$ cat src/rtl/blue_exec_unit.sv
// Blue CPU execution unit: registered ALU ops, multi-cycle SHRN and optional shift-add MUL.
// Optional feature macro: BLUE_EXEC_MUL_EN (compiles in MUL, opcode 10, and the MULT state).
module blue_exec_unit #(
    parameter int WIDTH = 16,
    parameter int CNT_W = $clog2(WIDTH)
) (
    input  logic             clk,
    input  logic             reset,
    input  logic             start,
    input  logic [3:0]       opcode,
    input  logic [WIDTH-1:0] a_in,
    input  logic [WIDTH-1:0] b_in,
    input  logic [2:0]       znc_in,
    output logic             busy,
    output logic             done,
    output logic [WIDTH-1:0] a_out,
    output logic [WIDTH-1:0] b_out,
    output logic [2:0]       znc_out,
    output logic [1:0]       dbg_state
);
    // Handshake: start is sampled on a rising edge only while busy=0; done is a
    // one-cycle pulse at the edge results land, and busy falls at that same edge.
    localparam logic [3:0] OP_ADD  = 4'd1;
    localparam logic [3:0] OP_SUB  = 4'd2;
    localparam logic [3:0] OP_OR   = 4'd3;
    localparam logic [3:0] OP_AND  = 4'd4;
    localparam logic [3:0] OP_XOR  = 4'd5;
    localparam logic [3:0] OP_SHR  = 4'd6;
    localparam logic [3:0] OP_MOV  = 4'd7;
    localparam logic [3:0] OP_EXCH = 4'd8;
    localparam logic [3:0] OP_SHRN = 4'd9;
`ifdef BLUE_EXEC_MUL_EN
    localparam logic [3:0] OP_MUL  = 4'd10;
`endif

    typedef enum logic [1:0] {
        S_IDLE  = 2'd0,
`ifdef BLUE_EXEC_MUL_EN
        S_MULT  = 2'd2,
`endif
        S_SHIFT = 2'd1
    } state_t;

    state_t             state_q, state_d;
    logic               busy_q, busy_d;
    logic               done_q, done_d;
    logic [WIDTH-1:0]   a_out_q, a_out_d;
    logic [WIDTH-1:0]   b_out_q, b_out_d;
    logic [2:0]         znc_q, znc_d;
    logic [WIDTH-1:0]   work_q, work_d;
    logic [WIDTH-1:0]   opb_q, opb_d;
    logic [CNT_W-1:0]   cnt_q, cnt_d;
`ifdef BLUE_EXEC_MUL_EN
    logic [WIDTH-1:0]   hi_q, hi_d;
    logic [WIDTH:0]     mul_sum;
    logic [WIDTH-1:0]   mul_lo;
    logic [WIDTH-1:0]   mul_hi;
`endif

    logic [WIDTH:0]     sum;
    logic [WIDTH:0]     diff;
    logic [WIDTH-1:0]   res_a;
    logic [WIDTH-1:0]   res_b;
    logic               res_c;
    logic               upd_zn;
    logic [CNT_W-1:0]   shamt;
    logic [WIDTH-1:0]   shifted;

    assign sum   = {1'b0, a_in} + {1'b0, b_in};
    assign diff  = {1'b0, a_in} - {1'b0, b_in};
    assign shamt = b_in[CNT_W-1:0];

    // Single-cycle result path, straight from the live inputs.
    always_comb begin
        res_a  = a_in;
        res_b  = b_in;
        res_c  = znc_in[0];
        upd_zn = 1'b0;
        case (opcode)
            OP_ADD:  begin res_a = sum[WIDTH-1:0];  res_c = sum[WIDTH];  upd_zn = 1'b1; end
            OP_SUB:  begin res_a = diff[WIDTH-1:0]; res_c = diff[WIDTH]; upd_zn = 1'b1; end
            OP_OR:   begin res_a = a_in | b_in; upd_zn = 1'b1; end
            OP_AND:  begin res_a = a_in & b_in; upd_zn = 1'b1; end
            OP_XOR:  begin res_a = a_in ^ b_in; upd_zn = 1'b1; end
            OP_SHR:  begin res_a = a_in >> 1; res_c = a_in[0]; upd_zn = 1'b1; end
            OP_MOV:  res_b = a_in;
            OP_EXCH: begin res_a = b_in; res_b = a_in; end
            OP_SHRN: upd_zn = 1'b1;
            default: ;
        endcase
    end

    always_comb begin
        state_d = state_q;
        busy_d  = busy_q;
        done_d  = 1'b0;
        a_out_d = a_out_q;
        b_out_d = b_out_q;
        znc_d   = znc_q;
        work_d  = work_q;
        opb_d   = opb_q;
        cnt_d   = cnt_q;
        shifted = work_q >> 1;
`ifdef BLUE_EXEC_MUL_EN
        hi_d    = hi_q;
        mul_sum = {1'b0, hi_q} + {1'b0, (work_q[0] ? opb_q : {WIDTH{1'b0}})};
        mul_hi  = mul_sum[WIDTH:1];
        mul_lo  = {mul_sum[0], work_q[WIDTH-1:1]};
`endif
        case (state_q)
            S_IDLE: begin
                if (start) begin
                    if (opcode == OP_SHRN && shamt != '0) begin
                        state_d = S_SHIFT;
                        busy_d  = 1'b1;
                        work_d  = a_in;
                        opb_d   = b_in;
                        cnt_d   = shamt;
`ifdef BLUE_EXEC_MUL_EN
                    end else if (opcode == OP_MUL) begin
                        state_d = S_MULT;
                        busy_d  = 1'b1;
                        work_d  = a_in;
                        hi_d    = '0;
                        opb_d   = b_in;
                        cnt_d   = '1;
`endif
                    end else begin
                        a_out_d = res_a;
                        b_out_d = res_b;
                        znc_d   = upd_zn ? {res_a == '0, res_a[WIDTH-1], res_c} : znc_in;
                        done_d  = 1'b1;
                    end
                end
            end
            S_SHIFT: begin
                work_d = shifted;
                cnt_d  = cnt_q - CNT_W'(1);
                if (cnt_q == CNT_W'(1)) begin
                    state_d = S_IDLE;
                    busy_d  = 1'b0;
                    done_d  = 1'b1;
                    a_out_d = shifted;
                    b_out_d = opb_q;
                    znc_d   = {shifted == '0, shifted[WIDTH-1], work_q[0]};
                end
            end
`ifdef BLUE_EXEC_MUL_EN
            // {hi, work} is the 2*WIDTH accumulator; work starts as the multiplier.
            S_MULT: begin
                hi_d   = mul_hi;
                work_d = mul_lo;
                cnt_d  = cnt_q - CNT_W'(1);
                if (cnt_q == '0) begin
                    state_d = S_IDLE;
                    busy_d  = 1'b0;
                    done_d  = 1'b1;
                    a_out_d = mul_lo;
                    b_out_d = mul_hi;
                    znc_d   = {mul_lo == '0, mul_lo[WIDTH-1], mul_hi != '0};
                end
            end
`endif
            default: begin
                state_d = S_IDLE;
                busy_d  = 1'b0;
            end
        endcase
    end

    always_ff @(posedge clk or posedge reset) begin
        if (reset) begin
            state_q <= S_IDLE;
            busy_q  <= 1'b0;
            done_q  <= 1'b0;
            a_out_q <= '0;
            b_out_q <= '0;
            znc_q   <= 3'b000;
            work_q  <= '0;
            opb_q   <= '0;
            cnt_q   <= '0;
`ifdef BLUE_EXEC_MUL_EN
            hi_q    <= '0;
`endif
        end else begin
            state_q <= state_d;
            busy_q  <= busy_d;
            done_q  <= done_d;
            a_out_q <= a_out_d;
            b_out_q <= b_out_d;
            znc_q   <= znc_d;
            work_q  <= work_d;
            opb_q   <= opb_d;
            cnt_q   <= cnt_d;
`ifdef BLUE_EXEC_MUL_EN
            hi_q    <= hi_d;
`endif
        end
    end

    assign busy      = busy_q;
    assign done      = done_q;
    assign a_out     = a_out_q;
    assign b_out     = b_out_q;
    assign znc_out   = znc_q;
    assign dbg_state = state_q;
endmodule

$ cat config.mk
export PLATFORM = sky130hd
export DESIGN_NAME = blue_exec_unit
export DESIGN_NICKNAME = d
export VERILOG_FILES = /design/src/rtl/blue_exec_unit.sv
export SDC_FILE = /design/constraint.sdc
export NUM_CORES = 1
export LEC_CHECK = 0
export BUFFER_PORTS_ARGS = -buffer_cell sky130_fd_sc_hd__buf_2
export CORE_MARGIN = 3
export CORE_UTILIZATION = 45
export CTS_CLUSTER_SIZE = 30
export DETAILED_ROUTE_END_ITERATION = 8
export PLACE_DENSITY = 0.71
export SKIP_CTS_REPAIR_TIMING = 1
export SKIP_LAST_GASP = 1
export SLEW_MARGIN = 20
export SYNTH_ARGS = -nofsm -noshare
export SYNTH_HDL_FRONTEND = slang
export SYNTH_SLANG_ARGS = --single-unit
$ cat constraint.sdc
create_clock -name clk -period 2.7 [get_ports clk]
set_input_delay 0.54 -clock clk [delete_from_list [all_inputs] [get_ports clk]]
set_output_delay 0.54 -clock clk [all_outputs]
set_load 0.03 [all_outputs]
==> run metrics, run 1 <==
failing checks=negative setup slack; CTS clock-pin slew for the worst setup and hold paths=0.06 ns; H-tree Lvls=3; Sw Pwr=2710 uW; Root Buffer=clkbuf_16; Die Area=15900 sq um; CTS max path bufs=2; Initial Utilization=46.3%; DRC=0; first-pass GRT wire length=39.0 mm; Max transition margin=49.5%; hold crit path type=in -> async; Crit path arrival time=3.37 ns; Clk pwr share=19.8%; Net Sw Frac=43.9%; Overflow after GRT=0; syn avg cell area=7.65 sq um; synthesized flop and latch total=73; design area=9700 sq um; peak supply drop=431 uV; final slew viol count=0; Power Density=638 nW/um^2; # IOs=81; critical path type=in -> reg; CORE AREA=14000 sq um; fin nets=1229; sequential cell fraction of total power=29.6%; Max Clk Rate=0.324 GHz; Detailed Place HPWL=19.8 mm; Post-synth EDFFs=0; drt pass-1 iters=5; Core Rows=43; area delta synth->final=49.7%; number of antenna diodes=0; worst clock skew on the final layout=0.00868 ns; Worst path max stage delay=0.54 ns; Yosys warnings=0; status=finished with violations; dpl cells=1287; top sig layer=met4; Final GP Congestion=1.02; crit-path cells=buf_8, inv_4, ha_4, o211a_1, or4_1, a222oi_1, buf_4, nand2_2, o211ai_1, a32oi_2, or4_1, nand4bb_1, o21ai_1; post-synthesis cell count=847; worst path buffer plus inverter count=3; Comb pwr share=50.6%; largest net degree at the start of global routing=39; wire length per cell=19.4 um; time the worst path needs with I/O delays and setup=3.09 ns; final setup fails=4; Post-Syn Area=6480 sq um; Mapped Nets=944; fin cells=1317; setup_tns=-0.858 ns; final worst path period share=114%; Worst Setup Start Kind=input pin; Cell Int Power=3470 uW; Die H=126 um; Overall Global Routing Usage=31.1%; routed vias/inst=5.85; Top FF cell, synth=dfrtp_1; Slowest-stage cell, CP=or4_1; Worst Path Max Fanout=2; register area share after synthesis=28.2%; drt initial violations=675; library cells used by synthesis=83; fin worst setup slack=-0.388 ns; CTS tree=built; IO buf count=79; most used cell, CP=or4_1; CTS Buf Count=9; leakage=0.00466 uW; RSZ-0062 raised after global routing=yes; Die W=126 um; Worst-Margin Slew=0.755 ns; met3 routed WL=2.19 mm; Placed Area=8900 sq um; Setup WS pre-CTS=-0.752 ns; antenna-violating nets left=0; Met1 Wirelength=10.8 mm; final WL=25.5 mm; initial antenna violation count=0; fraction of layout cells with a size suffix above 1=38.8%; CP Capture Type=flop; CP required=2.98 ns; worst skew pair latency=0.35 ns; number of max-cap violations=0; met2 wire len=11.5 mm; critical path's top delay family=simple AND/OR/NAND/NOR gates; share of synthesized flip-flops with an asynchronous set or reset=100%; Vias=7698; TritonCTS Sinks=73; number of global-route vias before repair=7273; final hold vios=0
[power by group through the flow]
| stage | Sequential (uW) | Clock [uW] | Combinational, uW |
|---|---|---|---|
| 5_1_grt | 1890 | 1270 | 3420 |
| 6_report | 1830 | 1220 | 3130 |
| 4_1_cts | 1830 | 1230 | 2970 |
| 3_3_place_gp | 1830 | 0 | 2900 |
| 3_5_place_dp | 1830 | 0 | 2930 |
| 2_1_floorplan | 2240 | 0 | 1400 |
[registers in the layout, indices dropped and copies added, names as in the netlist]
register,cells
work_q,16
busy,1
done,1
cnt_q,4
znc_out,3
opb_q,16
b_out,16
a_out,16
[per-stage QoR]
stage          total power, uW  hold slack (ns)  utilization [%]
3_3_place_gp              4720            0.446             63.5
2_1_floorplan             3640            0.450                -
3_5_place_dp              4760            0.450             63.6
6_report                  6180            0.237             69.3
5_1_grt                   6580            0.283             69.3
4_1_cts                   6030            0.252             65.8
[worst paths after layout]
path                       startpoint    endpoint  slack (ns)  depth (start not counted)
max in group asynchronous       reset        busy        1.70                          3
min in group clk             b_out[6]    b_out[6]        0.47                          2
min                             reset    opb_q[1]        0.24                          2
max                          a_in[10]  znc_out[2]       -0.39                         13
min reg2reg                  b_out[6]    b_out[6]        0.47                          2
max reg2reg                  cnt_q[1]    a_out[9]        0.84                          8
[synth_stat cells (4+ instances only)]
library cell | count | area (sq um)
a222oi_1 | 4 | 40.0
a21o_1 | 5 | 37.5
o211a_1 | 4 | 40.0
a22o_1 | 4 | 35.0
a221oi_1 | 8 | 70.1
a211oi_1 | 11 | 82.6
nor2b_1 | 6 | 37.5
nor4_1 | 10 | 62.6
buf_2 | 10 | 50.1
o22ai_1 | 7 | 43.8
nand2_1 | 102 | 383
o31ai_1 | 6 | 45.0
nor3_1 | 17 | 85.1
a22oi_1 | 17 | 128
nor2_1 | 86 | 323
ha_1 | 53 | 663
a221o_1 | 4 | 40.0
a32oi_1 | 4 | 35.0
nand4_1 | 4 | 25.0
and2_1 | 6 | 37.5
a21oi_1 | 87 | 435
a2111oi_0 | 6 | 52.6
o21ai_0 | 73 | 365
inv_1 | 55 | 206
o21a_1 | 4 | 30.0
o32ai_1 | 4 | 35.0
or4_1 | 4 | 30.0
o21ai_1 | 5 | 25.0
nand3_1 | 8 | 40.0
mux2i_1 | 6 | 60.1
clkbuf_1 | 45 | 169
o211ai_1 | 8 | 60.1
o41ai_1 | 4 | 35.0
dfrtp_1 | 73 | 1830
o221ai_1 | 6 | 52.6
nand2b_1 | 9 | 56.3
o31a_1 | 4 | 35.0
[per-layer routing]
layer  vias up  GRT usage (%)
li1       3660              -
met1      3603           43.4
met2       373           48.7
met3        62           5.05
met4         0           11.5
met5         -              0
[cell families (layout without fill, tap and decap cells)]
kind of cell               count (synthesis)  count (layout)  synth area share, %
DFF                                       73              73                 28.2
other                                      1               1               0.0579
muxes                                      6               6                0.927
xor gates and xnor gates                   5               5                0.676
adders and majority gates                 55              55                 10.9
and+or+nand+nor                          280             280                 20.3
buffers and inverters                    117             407                 7.44
AOI/OAI and AO/OA                        310             310                 31.6
[cell type report]
type	count	area, sq um
clock buffers	9	225
clock inverters	7	77.6
fillers	1158	4290
inverters	55	229
multi-input cells	657	4630
flip-flops and latches	73	1830
well taps	180	225
repair buffers	336	2480
[cells in the final DEF (no fill, tap or decap), drive strengths merged, types with 8 or more instances in the layout]
cell type / synthesis / final
nand2b: 9 / 9
a22oi: 17 / 17
buf: 17 / 336
nor4: 10 / 10
nand3: 8 / 8
o211ai: 8 / 8
dfrtp: 73 / 73
nand2: 102 / 102
a221oi: 9 / 9
a21oi: 87 / 87
o21ai: 78 / 78
clkbuf: 45 / 9
nor2: 86 / 86
inv: 55 / 56
ha: 53 / 53
a211oi: 11 / 11
nor3: 17 / 17
Power figures use the tool's default switching activity.
==> run 2, diff against run 1 <==
Settings changed: CELL_PAD_IN_SITES_DETAIL_PLACEMENT from default to 1, CELL_PAD_IN_SITES_GLOBAL_PLACEMENT from default to 1, CORE_UTILIZATION 45 to 44, PLACE_DENSITY 0.71 to 0.89.
==> run metrics, run 2 <==
largest net degree at the start of global routing=40; TritonCTS Sinks=73; register area share after synthesis=28.2%; Root Buffer=clkbuf_16; Top FF cell, synth=dfrtp_1; syn avg cell area=7.65 sq um; Placed Area=8800 sq um; Detailed Place HPWL=26.3 mm; synthesized flop and latch total=73; CTS Buf Count=9; top cell type's share of synthesized area=28.2%; status=did not finish; IO buf count=79; failing step=global routing; # IOs=81; Overall Global Routing Usage=81.1%; synth cell count leaders=nand2_1, a21oi_1, nor2_1; Final GP Congestion=1.10; Die H=127 um; Initial Utilization=45.8%; main combinational cell family by area after synthesis=compound AO/OA/AOI/OAI gates; Synth Area in Adders=10.9%; Die W=127 um; H-tree Lvls=3; Mapped Nets=944; Core Rows=43; Err=[ERROR GRT-0232] Routing congestion too high. Check the congestion heatmap in the GUI.; post-synthesis cell count=847; post-synth top area cell=dfrtp_1; share of synthesized flip-flops with an asynchronous set or reset=100%; worst_ep kind=sequential cell input; Synth Area in XOR/XNOR=0.676%; Yosys warnings=0; Synth Area in Compound Gates=31.6%; CTS max path bufs=2; Post-synth EDFFs=0; library cells used by synthesis=83; post-synthesis mux area share=0.927%; largest cells by area after synthesis=dfrtp_1, ha_1, a21oi_1, nand2_1, o21ai_0; Post-Syn Area=6480 sq um; simple-gate area share of the yosys netlist=20.3%; Overflow after GRT=217; top-count cell post-synth=nand2_1; Worst Endpoint after GRT Repair=znc_out[2]$_DFFE_PP0P_/D
-- run 2: cell counts after synthesis --
No cell type changed its count.
-- run 2: cell families after synthesis --
logic type | after synthesis
buffers and inverters | 117
AND/OR/NAND/NOR | 280
multiplexers | 6
flip-flops | 73
AO/OA/AOI/OAI | 310
other | 1
XOR/XNOR | 5
adder cells (fa/ha/maj) | 55
-- run 2: routing by layer --
layer,GRT overflow,global-route usage (%)
met4,84,84.0
met3,3,65.8
met5,0,26.6
met2,123,94.8
met1,7,82.4
-- run 2: stage by stage --
step           utilization [%]  instances  setup WS (ns)
3_5_place_dp              62.2       1275          -1.05
3_3_place_gp              62.2       1275         -0.692
2_1_floorplan                -        847         -0.386
4_1_cts                   64.4       1291         -0.842
==> run 3, diff against run 2 <==
Settings changed: CELL_PAD_IN_SITES_DETAIL_PLACEMENT 1 to default, CELL_PAD_IN_SITES_GLOBAL_PLACEMENT 1 to default, CORE_UTILIZATION 44 to 30, CTS_CLUSTER_SIZE 30 to default, PLACE_DENSITY 0.89 to default, PLACE_DENSITY_LB_ADDON from default to 0.15.
==> run metrics, run 3 (synthesis gave the netlist of run 1 again) <==
most common cell after layout, fill and taps aside=buf_4; antenna-violating nets left=0; area delta synth->final=54.3%; Worst-Margin Slew=0.860 ns; worst clock skew on the final layout=0.0110 ns; R2R cell count=6; H-tree Lvls=3; DRC=0; CORE AREA=21100 sq um; largest net degree at the start of global routing=40; final worst path period share=117%; CP Capture Type=flop; Setup WS pre-CTS=-0.878 ns; first-pass GRT wire length=42.3 mm; failing checks=negative setup slack; final setup fails=8; fin worst setup slack=-0.454 ns; sequential cell fraction of total power=29.1%; final hold vios=0; number of max-cap violations=0; final slew viol count=0; Clk pwr share=20.0%; Power Density=628 nW/um^2; drt pass-1 iters=6; CTS max path bufs=2; Crit path arrival time=3.42 ns; leakage=0.00472 uW; Die Area=23400 sq um; Core Rows=53; setup_tns=-1.70 ns; fin nets=1231; Pwr Total=6270 uW; routed vias/inst=5.32; Overall Global Routing Usage=22.9%; # IOs=81; Worst Setup Start Kind=input pin; Vias=7519; fraction of layout cells with a size suffix above 1=40.6%; most frequent cells in the layout=buf_4, nand2_1, nor2_1, a21oi_1; RSZ-0062 raised after global routing=yes; Global Route met2 Usage=37.1%; wire length per cell=19.9 um; CTS clock-pin slew for the worst setup and hold paths=0.07 ns; Worst Path Max Fanout=5; grt peak-use layer=met2; Net Sw Frac=43.9%; Die H=153 um; Die W=153 um; Comb pwr share=50.9%; met1 Use GR=32.6%; IO buf count=79; Overflow after GRT=0; Root Buffer=clkbuf_16; peak supply drop=339 uV; CTS tree=built; Max transition margin=42.4%; Sw Pwr=2760 uW; critical path type=in -> reg; number of global-route vias before repair=7216; hold crit path type=in -> async; initial antenna violation count=0; Final GP Congestion=0.917; CTS Buf Count=9; TritonCTS Sinks=73; number of antenna diodes=0; # fillers=2163; drt initial violations=559; Max Clk Rate=0.317 GHz; CP required=2.97 ns; Detailed Place HPWL=22.3 mm; Cell Int Power=3520 uW; hold slack final=0.250 ns; final WL=28.1 mm; time the worst path needs with I/O delays and setup=3.15 ns; worst skew pair latency=0.34 ns; Initial Utilization=30.7%; status=finished with violations; met3 usage=2.72%
## run 3: metrics by stage
stage | cell area (sq um) | instances | util [%]
5_1_grt | 10000 | 1414 | 47.4
6_report | 10000 | 1414 | 47.4
2_1_floorplan | 6640 | 847 | -
3_3_place_gp | 8990 | 1383 | 42.6
4_1_cts | 9300 | 1399 | 44.1
3_5_place_dp | 9000 | 1383 | 42.7
## run 3: cell type report
cell class	instances	area, sq um	area share, %
clock inverters	6	65.1	0.651
flip-flops and latches	73	1830	18.3
repair buffers	338	2510	25.1
multi-input cells	657	4780	47.8
well taps	275	344	3.44
inverters	55	235	2.35
clock buffers	10	239	2.39
## run 3: final timing paths
| kind | startpoint | to | slack [ns] |
|---|---|---|---|
| max in group asynchronous | reset | busy | 1.82 |
| min | reset | cnt_q[0] | 0.25 |
| max | a_in[1] | znc_out[2] | -0.45 |
| min in group clk | a_out[13] | a_out[13] | 0.47 |
| min reg2reg | a_out[13] | a_out[13] | 0.47 |
| max reg2reg | busy | a_out[9] | 0.87 |
## run 3: power by group through the flow
stage | registers (uW) | logic [uW] | clock network [uW]
3_5_place_dp | 1840 | 3010 | 0
6_report | 1830 | 3190 | 1260
4_1_cts | 1830 | 3020 | 1280
2_1_floorplan | 2240 | 1400 | 0
3_3_place_gp | 1840 | 3000 | 0
5_1_grt | 1890 | 3490 | 1320
## run 3: layer usage
layer	vias to the layer above	share of wire, %
met5	-	0
met4	0	2.5
met3	38	4.4
met2	211	46
met1	3621	47
li1	3649	-
## run 3: worst max-delay path, stage by stage
cell and delay, ns:
buf_4 0.13, buf_4 0.17, fa_2 0.42, nand2b_4 0.10, buf_6 0.10, a211oi_2 0.05
o21a_1 0.21, o311a_1 0.39, o211ai_1 0.23, a32oi_2 0.20, or4_1 0.55, nand4bb_1 0.19
o21ai_1 0.13
==> run 4, diff against run 3 <==
Clock period 2.7 ns to 4 ns, I/O delays scaled along.
==> run metrics, run 4 (synthesis gave the netlist of run 1 again) <==
Net Sw Frac=45.3%; number of max-cap violations=0; CP required=4.26 ns; crit-path cells=buf_2, inv_1, ha_1, inv_1, fa_1, nand2b_1, a211oi_1, o21a_1, o311a_1, o211ai_1, a32oi_1, or4_1, nand4bb_1, o21ai_1; Sw Pwr=1780 uW; number of antenna diodes=0; WHS Endpoint=a_out[13]; Overall Global Routing Usage=22.0%; Power Density=495 nW/um^2; initial antenna violation count=0; leakage=0.00372 uW; hold path cells=2; H-tree Lvls=3; critical path type=in -> reg; Clk pwr share=21.0%; Detailed Place HPWL=20.8 mm; final setup fails=0; routed vias/inst=5.60; Die Area=23400 sq um; worst clock skew on the final layout=0.0162 ns; worst skew pair latency=0.34 ns; RR Startpoint=busy; R2R Setup Slk=1.93 ns; fin nets=1052; most used cell, CP=inv_1; Die W=153 um; CTS max path bufs=2; Max Clk Rate=0.277 GHz; drt pass-1 iters=5; drt initial violations=631; Pwr Total=3930 uW; # fillers=2227; Vias=6906; Root Buffer=clkbuf_16; setup_tns=0 ns; CP Launch Point=a_in[0]; status=finished, final reports clean; worst path buffer plus inverter count=3; Slowest-stage cell, CP=or4_1; most common cell after layout, fill and taps aside=nand2_1; Comb pwr share=46.9%; Core Rows=53; wire length per cell=21.3 um; final worst path period share=90.2%; sequential cell fraction of total power=32.1%; CTS clock-pin slew for the worst setup and hold paths=0.06 ns; register area=1830 sq um; first-pass GRT wire length=40.4 mm; Worst path max stage delay=0.55 ns; area delta synth->final=22.4%; final hold vios=0; hold crit path type=reg -> reg; DRC=0; Initial Utilization=30.7%; final slew viol count=0; most frequent cells in the layout=nand2_1, a21oi_1, nor2_1, buf_2, buf_4; Max transition margin=38.8%; antenna-violating nets left=0; Worst Path Max Fanout=5; TritonCTS Sinks=73; time the worst path needs with I/O delays and setup=3.61 ns; number of global-route vias before repair=6663; HP Start=a_out[13]; Worst-Margin Slew=0.916 ns; Cell Int Power=2150 uW; Worst Setup Start Kind=input pin; Overflow after GRT=0; final WL=26.3 mm; peak supply drop=265 uV; R2R cell count=5; hold slack final=0.461 ns; fraction of layout cells with a size suffix above 1=20.4%; Crit path arrival time=3.87 ns; multi-input logic area=4220 sq um; IO buf count=79; critical path's top delay family=compound AO/OA/AOI/OAI gates; CTS Buf Count=9; RSZ-0062 raised after global routing=no; Die H=153 um; largest net degree at the start of global routing=48; Reg-to-Reg End=b_out[4]; # IOs=81; CP Capture Type=flop; CORE AREA=21100 sq um; Final GP Congestion=0.939; CTS tree=built
## run 4: metrics by stage
stage | util, % | cell area (sq um) | cells | setup WS, ns
final | 37.6 | 7930 | 1234 | 0.390
after global routing | 37.6 | 7930 | 1234 | 0.179
after CTS | 37.6 | 7930 | 1234 | 0.463
after floorplan | - | 6480 | 847 | 0.458
after global placement | 36.2 | 7630 | 1219 | 0.0871
after detailed placement | 36.2 | 7640 | 1219 | 0.127
## run 4: power by group through the flow
stage,clock [uW],combinational (uW),sequential (uW)
2_1_floorplan,0,920,1510
6_report,825,1840,1260
3_5_place_dp,0,1840,1270
3_3_place_gp,0,1840,1270
4_1_cts,844,1850,1260
5_1_grt,874,2010,1300
## run 4: area by class of cell
cell class	count	share of cell area, %
repair buffers	159	13.0
multi-input cells	657	53.2
well taps	275	4.34
clock buffers	10	3.01
flip-flops and latches	73	23.0
inverters	55	2.62
clock inverters	5	0.710
## run 4: how the worst max path moves through the flow
stage | endpoint | slack [ns] | depth (start not counted)
after floorplan | znc_out[2] | 0.46 | 12
after global placement | a_out[13] | 0.09 | 13
after detailed placement | znc_out[2] | 0.13 | 13
after CTS | znc_out[2] | 0.46 | 13
after global routing | znc_out[2] | 0.18 | 12
final | znc_out[2] | 0.39 | 14
## run 4: routing by layer
layer	share of wire, %	GRT usage (%)	routed length [um]	vias to the layer above
li1	-	-	-	3295
met1	46	31.6	12200	3293
met2	44	33.5	11500	284
met3	6.7	3.23	1750	34
met4	3.2	7.89	840	0
met5	0	0	0	-
## run 4: worst min-delay path: cells and delay by family, from the launching register on
family           cells  cell delay (ns)
and+or+nand+nor      2             0.10
DFF                  1             0.33
